File: src/rtl/ram_arbiter.sv
// ram_arbiter
//   Round-robin controller sharing one single-port RAM (synchronous write,
//   combinational read) between an instruction-fetch port (A) and a data
//   port (B). After reset it can sweep the whole RAM to zero before serving.
//
//   Every access follows IDLE -> SERVE -> ACK. The request is sampled in
//   IDLE, the RAM is strobed for one cycle in SERVE and the winner sees a
//   one-cycle ack in ACK.
//
//   All outputs are registers. Each one is loaded with the value that
//   belongs to the state being entered on the same edge.
//
// Ports
//   clk, rst_n          clock (rising edge) and async active-low reset
//   a_req/a_we/a_addr/a_wdata   port A request payload (held until ack)
//   a_ack, a_rdata      port A completion pulse and read data
//   b_*                 same as port A, for port B
//   busy                clear sweep running or access in flight
//   ram_read/ram_write  RAM strobes
//   ram_addr/ram_in     RAM address and write data
//   ram_out             RAM read data (combinational from ram_addr)
module ram_arbiter #(
  parameter int ADDR_W         = 12,
  parameter int DATA_W         = 4,
  parameter bit CLEAR_ON_RESET = 1'b1
) (
  input  logic              clk,
  input  logic              rst_n,
  input  logic              a_req,
  input  logic              a_we,
  input  logic [ADDR_W-1:0] a_addr,
  input  logic [DATA_W-1:0] a_wdata,
  output logic              a_ack,
  output logic [DATA_W-1:0] a_rdata,
  input  logic              b_req,
  input  logic              b_we,
  input  logic [ADDR_W-1:0] b_addr,
  input  logic [DATA_W-1:0] b_wdata,
  output logic              b_ack,
  output logic [DATA_W-1:0] b_rdata,
  output logic              busy,
  output logic              ram_read,
  output logic              ram_write,
  output logic [ADDR_W-1:0] ram_addr,
  output logic [DATA_W-1:0] ram_in,
  input  logic [DATA_W-1:0] ram_out
);

  typedef enum logic [1:0] {
    ST_CLEAR = 2'd0,
    ST_IDLE  = 2'd1,
    ST_SERVE = 2'd2,
    ST_ACK   = 2'd3
  } state_t;

  localparam state_t            RESET_STATE = CLEAR_ON_RESET ? ST_CLEAR : ST_IDLE;
  localparam logic [ADDR_W-1:0] ADDR_LAST   = {ADDR_W{1'b1}};
  localparam logic [ADDR_W-1:0] ADDR_ONE    = ADDR_W'(1);
  localparam logic [DATA_W-1:0] DATA_ZERO   = {DATA_W{1'b0}};
  localparam logic [ADDR_W-1:0] ADDR_ZERO   = {ADDR_W{1'b0}};

  // Round-robin pick: B wins when it is alone, or when both request and
  // A was served last. Returns 1 for a grant to B.
  function automatic logic grant_to_b(input logic req_a, input logic req_b,
                                      input logic last_was_b);
    grant_to_b = req_b & (~req_a | ~last_was_b);
  endfunction

  // State and bookkeeping registers
  state_t              state_r,     state_s;
  logic [ADDR_W-1:0]   cnt_r,       cnt_s;       // next clear address to issue
  logic                last_b_r,    last_b_s;    // 1 = B holds the last grant
  logic                win_b_r,     win_b_s;     // winner of the access in flight

  // Output registers
  logic                a_ack_r,     a_ack_s;
  logic                b_ack_r,     b_ack_s;
  logic [DATA_W-1:0]   a_rdata_r,   a_rdata_s;
  logic [DATA_W-1:0]   b_rdata_r,   b_rdata_s;
  logic                busy_r,      busy_s;
  logic                ram_read_r,  ram_read_s;
  logic                ram_write_r, ram_write_s;
  logic [ADDR_W-1:0]   ram_addr_r,  ram_addr_s;
  logic [DATA_W-1:0]   ram_in_r,    ram_in_s;

  // Next-state and next-output decode
  always_comb begin
    state_s     = state_r;
    cnt_s       = cnt_r;
    last_b_s    = last_b_r;
    win_b_s     = win_b_r;
    a_ack_s     = 1'b0;
    b_ack_s     = 1'b0;
    a_rdata_s   = a_rdata_r;
    b_rdata_s   = b_rdata_r;
    busy_s      = 1'b0;
    ram_read_s  = 1'b0;
    ram_write_s = 1'b0;
    ram_addr_s  = ram_addr_r;
    ram_in_s    = ram_in_r;

    case (state_r)
      ST_CLEAR: begin
        // The registered strobes show the write in progress. Once the write
        // to the last address is on the bus, this edge commits it and ends
        // the sweep; otherwise issue the next address.
        if (ram_write_r && (ram_addr_r == ADDR_LAST)) begin
          state_s = ST_IDLE;
        end else begin
          busy_s      = 1'b1;
          ram_write_s = 1'b1;
          ram_addr_s  = cnt_r;
          ram_in_s    = DATA_ZERO;
          cnt_s       = cnt_r + ADDR_ONE;
        end
      end

      ST_IDLE: begin
        if (a_req || b_req) begin
          win_b_s  = grant_to_b(a_req, b_req, last_b_r);
          last_b_s = win_b_s;
          state_s  = ST_SERVE;
          busy_s   = 1'b1;
          // The RAM-side registers double as the latched request payload.
          if (win_b_s) begin
            ram_write_s = b_we;
            ram_read_s  = ~b_we;
            ram_addr_s  = b_addr;
            ram_in_s    = b_wdata;
          end else begin
            ram_write_s = a_we;
            ram_read_s  = ~a_we;
            ram_addr_s  = a_addr;
            ram_in_s    = a_wdata;
          end
        end else begin
          state_s = ST_IDLE;
        end
      end

      ST_SERVE: begin
        state_s = ST_ACK;
        busy_s  = 1'b1;
        a_ack_s = ~win_b_r;
        b_ack_s = win_b_r;
        // A read captures the combinational RAM output into the winner's
        // data register; a write leaves both data registers untouched.
        if (ram_read_r) begin
          if (win_b_r) begin
            b_rdata_s = ram_out;
          end else begin
            a_rdata_s = ram_out;
          end
        end else begin
          a_rdata_s = a_rdata_r;
        end
      end

      ST_ACK: begin
        state_s = ST_IDLE;
      end

      default: begin
        state_s = ST_IDLE;
      end
    endcase
  end

  // State and output registers, cleared asynchronously so a reset aborts
  // any access at once (strobes drop before the next edge can commit)
  always_ff @(posedge clk or negedge rst_n) begin
    if (!rst_n) begin
      state_r     <= RESET_STATE;
      cnt_r       <= ADDR_ZERO;
      last_b_r    <= 1'b1;
      win_b_r     <= 1'b0;
      a_ack_r     <= 1'b0;
      b_ack_r     <= 1'b0;
      a_rdata_r   <= DATA_ZERO;
      b_rdata_r   <= DATA_ZERO;
      busy_r      <= CLEAR_ON_RESET;
      ram_read_r  <= 1'b0;
      ram_write_r <= 1'b0;
      ram_addr_r  <= ADDR_ZERO;
      ram_in_r    <= DATA_ZERO;
    end else begin
      state_r     <= state_s;
      cnt_r       <= cnt_s;
      last_b_r    <= last_b_s;
      win_b_r     <= win_b_s;
      a_ack_r     <= a_ack_s;
      b_ack_r     <= b_ack_s;
      a_rdata_r   <= a_rdata_s;
      b_rdata_r   <= b_rdata_s;
      busy_r      <= busy_s;
      ram_read_r  <= ram_read_s;
      ram_write_r <= ram_write_s;
      ram_addr_r  <= ram_addr_s;
      ram_in_r    <= ram_in_s;
    end
  end

  assign a_ack     = a_ack_r;
  assign b_ack     = b_ack_r;
  assign a_rdata   = a_rdata_r;
  assign b_rdata   = b_rdata_r;
  assign busy      = busy_r;
  assign ram_read  = ram_read_r;
  assign ram_write = ram_write_r;
  assign ram_addr  = ram_addr_r;
  assign ram_in    = ram_in_r;

endmodule

File: config.mk
export PLATFORM = sky130hd
export DESIGN_NAME = ram_arbiter
export DESIGN_NICKNAME = d
export VERILOG_FILES = /design/src/rtl/ram_arbiter.sv
export SDC_FILE = /design/constraint.sdc
export NUM_CORES = 1
export LEC_CHECK = 0
export CAP_MARGIN = 0
export CORE_MARGIN = 5
export CORE_UTILIZATION = 34
export DETAILED_ROUTE_END_ITERATION = 10
export PLACE_DENSITY = 0.7
export SLEW_MARGIN = 10
export SYNTH_ARGS = -nofsm -noshare
export SYNTH_HDL_FRONTEND = slang
export SYNTH_SLANG_ARGS = --single-unit
File: constraint.sdc
create_clock -name clk -period 2.13 [get_ports clk]
set_input_delay 0.213 -clock clk [delete_from_list [all_inputs] [get_ports clk]]
set_output_delay 0.213 -clock clk [all_outputs]
set_load 0.1 [all_outputs]
==> metrics.md <==
| Metric | Value |
|---|---|
| Dpl hpwl | 4365 µm |
| Status | completed |
| Synth Flop Type | dfrtp_1 |
| Die Area | 0.008380 mm² |
| IO buf count | 70 |
| Mux cell area share after synthesis | 14.55% |
| Final Cell Area | 0.003132 mm² |
| Number of synthesized register bits | 45 |
| Post-synth top cells | dfrtp_1, nand2_1, nor2_1, mux2_2, a31oi_1 |
| CP max stage cell | dfrtp_1 |
| Root Buffer | clkbuf_8 |
| Setup TNS | 0 ns |
| Gr usage total | 13.56% |
| Hold Fails Final Rpt | 0 |
| Post-CTS Setup Bufs | 0 |
| DR iter-0 viols | 65 |
| Most common cell in the synthesized netlist | dfrtp_1 |
| Number of buffers created by CTS | 5 |
| Largest stage delay, worst path | 0.42 ns |
| FP Rows | 29 |
| TritonCTS clock tree | done |
| Routed WL | 5592 µm |
| Post-synthesis simple-gate area fraction | 15.33% |
| Top post-synthesis cells by area | dfrtp_1, mux2_2, mux2_4, nand2_1, a31oi_1 |
| Synth Area in Compound Gates | 8.965% |
| Crit path DAT | 2.16 ns |
| Clk_lat worst skew | 0.30 ns |
| Hold_ws | 0.4682 ns |
| Final min period | 1.967 ns |
| Max-slew headroom | 58.39% |
| Yosys top cell area share | 47.59% |
| I/O pins | 71 |
| Post-synth EDFFs | 0 |
| Worst Hold Class | primary input to asynchronous set/reset pin |
| Core Footprint | 0.006422 mm² |
| Total grt overflow | 0 |
| Cell Area, Synth | 0.002261 mm² |
| Starting Density | 35.20% |
| Syn avg cell area | 10.72 µm² |
| Clk_skew | 0.005477 ns |
| DRC viols | 0 |
| Unrepaired setup endpoints after global routing | false |
| Placed Area | 0.003002 mm² |
| Post-placement worst setup slack | 0.1777 ns |
| Cells along the critical path | inv_1 -> ha_1 -> nand3_1 -> or4_1 -> o211a_1 -> buf_4 -> mux2_4 |
| # diodes | 0 |
| Startpoint Class | flip-flop |
| Slew Limit Fails | 0 |
| Fraction of registers with async set/reset | 100.0% |
| Die Wd | 91.55 µm |
| Critical path class | flip-flop to flip-flop |
| Layout cells sized above 1 | 30.66% |
| Family with the most delay on the worst path | simple AND/OR/NAND/NOR gates |
| Buf+Inv Stages, Crit Path | 2 |
| Max_cap viols | 0 |
| Share of the yosys chip area belonging to registers | 49.92% |
| Largest family of logic cells by synthesized area | simple AND/OR/NAND/NOR gates |
| DRT Pass-1 Iters | 4 |
| Net Count, Synth | 258 |
| Distinct cells, synth | 36 |
| Clock-pin slew on the worst setup and hold paths | 0.09 ns |
| CP max FO | 9 |
| Fin crit share | 92.33% |
| Layout area overhead | 38.52% |
| Die Ht | 91.55 µm |
| CP Data Required Time | 2.32 ns |
| Xor-xnor portion of the synthesized cell area | 4.261% |
| CTS sink cnt | 45 |
| Post-synth top area cell | dfrtp_1 |
| Largest net degree at the start of global routing | 29 |
| GP Congestion | 0.8103 |
| Synthesis warning total | 0 |
| Antenna violations before repair | 0 |
| Drt wl/cell | 15.36 µm |
| Vias in the first global route | 1918 |
| Setup crit end kind | flip-flop |
| Post-Synth Adder-Cell Area | 2.767% |
| Final setup fails | 0 |
| Slew of the pin with the lowest slew margin | 0.6242 ns |
| Final WS setup | 0.1633 ns |
| Final ANT Viol Nets | 0 |
| Global-route wire length before repair | 9135 µm |
| Fmax achieved | 0.5085 GHz |
| CTS max path bufs | 2 |
| Total number of vias | 1793 |
| Drt via density | 4.926 |
| Mapped Cells | 211 |
| Nets | 333 |
| H-Tree Depth | 2 |
path summary, 6_finish.rpt:
check	from	end	slack, ns	cells past startpoint
min reg2reg	cnt_r[11]$_DFFE_PN0P_	cnt_r[11]$_DFFE_PN0P_	0.48	1
max	state_r[1]$_DFFE_PN0N_	ram_addr[3]$_DFFE_PN0P_	0.16	7
max in group asynchronous	rst_n	busy$_DFF_PN1_	1.00	3
min	rst_n	cnt_r[8]$_DFFE_PN0P_	0.47	2
max reg2reg	state_r[1]$_DFFE_PN0N_	ram_addr[3]$_DFFE_PN0P_	0.16	7
min in group clk	cnt_r[11]$_DFFE_PN0P_	cnt_r[11]$_DFFE_PN0P_	0.48	1
placed cells by master, fill, tap and decap left out, types with 2 or more instances in the layout:
cell             instances
nand2_1                 38
inv_1                    6
buf_4                   36
nor3_1                   5
a31oi_1                 14
nor4_1                   2
clkdlybuf4s50_1         40
ha_1                     5
a21boi_0                 4
dfrtp_2                  3
o21ai_0                  2
mux2_2                  15
xor2_1                   8
nor2_1                  19
nand3_1                  7
xnor2_1                  3
clkbuf_8                 6
dfrtp_4                 10
dfstp_2                  2
dfrtp_1                 30
nand4_1                  3
mux2_4                  10
through the flow:
step / std cells / util [%]
2_1_floorplan: 211 / -
3_5_place_dp: 355 / 46.74
4_1_cts: 364 / 48.76
6_report: 364 / 48.76
5_1_grt: 364 / 48.76
3_3_place_gp: 355 / 46.74
cell type report:
class / count / area, µm²
clock buffer: 6 / 82.58
clock inverter: 2 / 37.54
fill: 613 / 3291
inverter: 6 / 22.52
multi-input combinational: 150 / 1037
sequential: 45 / 1170
tap: 77 / 96.34
timing repair buffer: 78 / 685.7
state kept, by name (all words and copies together) (netlist names):
register,cells
last_b_r,1
state_r,2
b_rdata,4
ram_in,4
ram_addr,12
cnt_r,12
a_ack,1
a_rdata,4
busy,1
ram_read,1
win_b_r,1
b_ack,1
ram_write,1
timing repair:
item / in CTS / in global routing
hold buffers: 1 / 0
endpoints found under the hold margin: 25 / 0
gates resized for setup: 0 / 0
setup endpoints to repair: 0 / 0
cell families after synthesis:
group           count (synthesis)
flops                          45
mux                            26
fa+ha+maj                       5
simple gates                   80
buf+inv                        16
xor+xnor                       11
compound gates                 28
routing by layer:
layer / global-route usage, % / vias up / wire length [µm]
li1: - / 877 / -
met1: 16.98 / 848 / 2501
met2: 22.58 / 60 / 2584
met3: 4.876 / 8 / 441
met4: 2.764 / 0 / 65
met5: 0 / - / 0
Power is left out: the tool's default activity adds up to more than one toggle a clock period on the data nets, which glitch-free logic cannot reach.
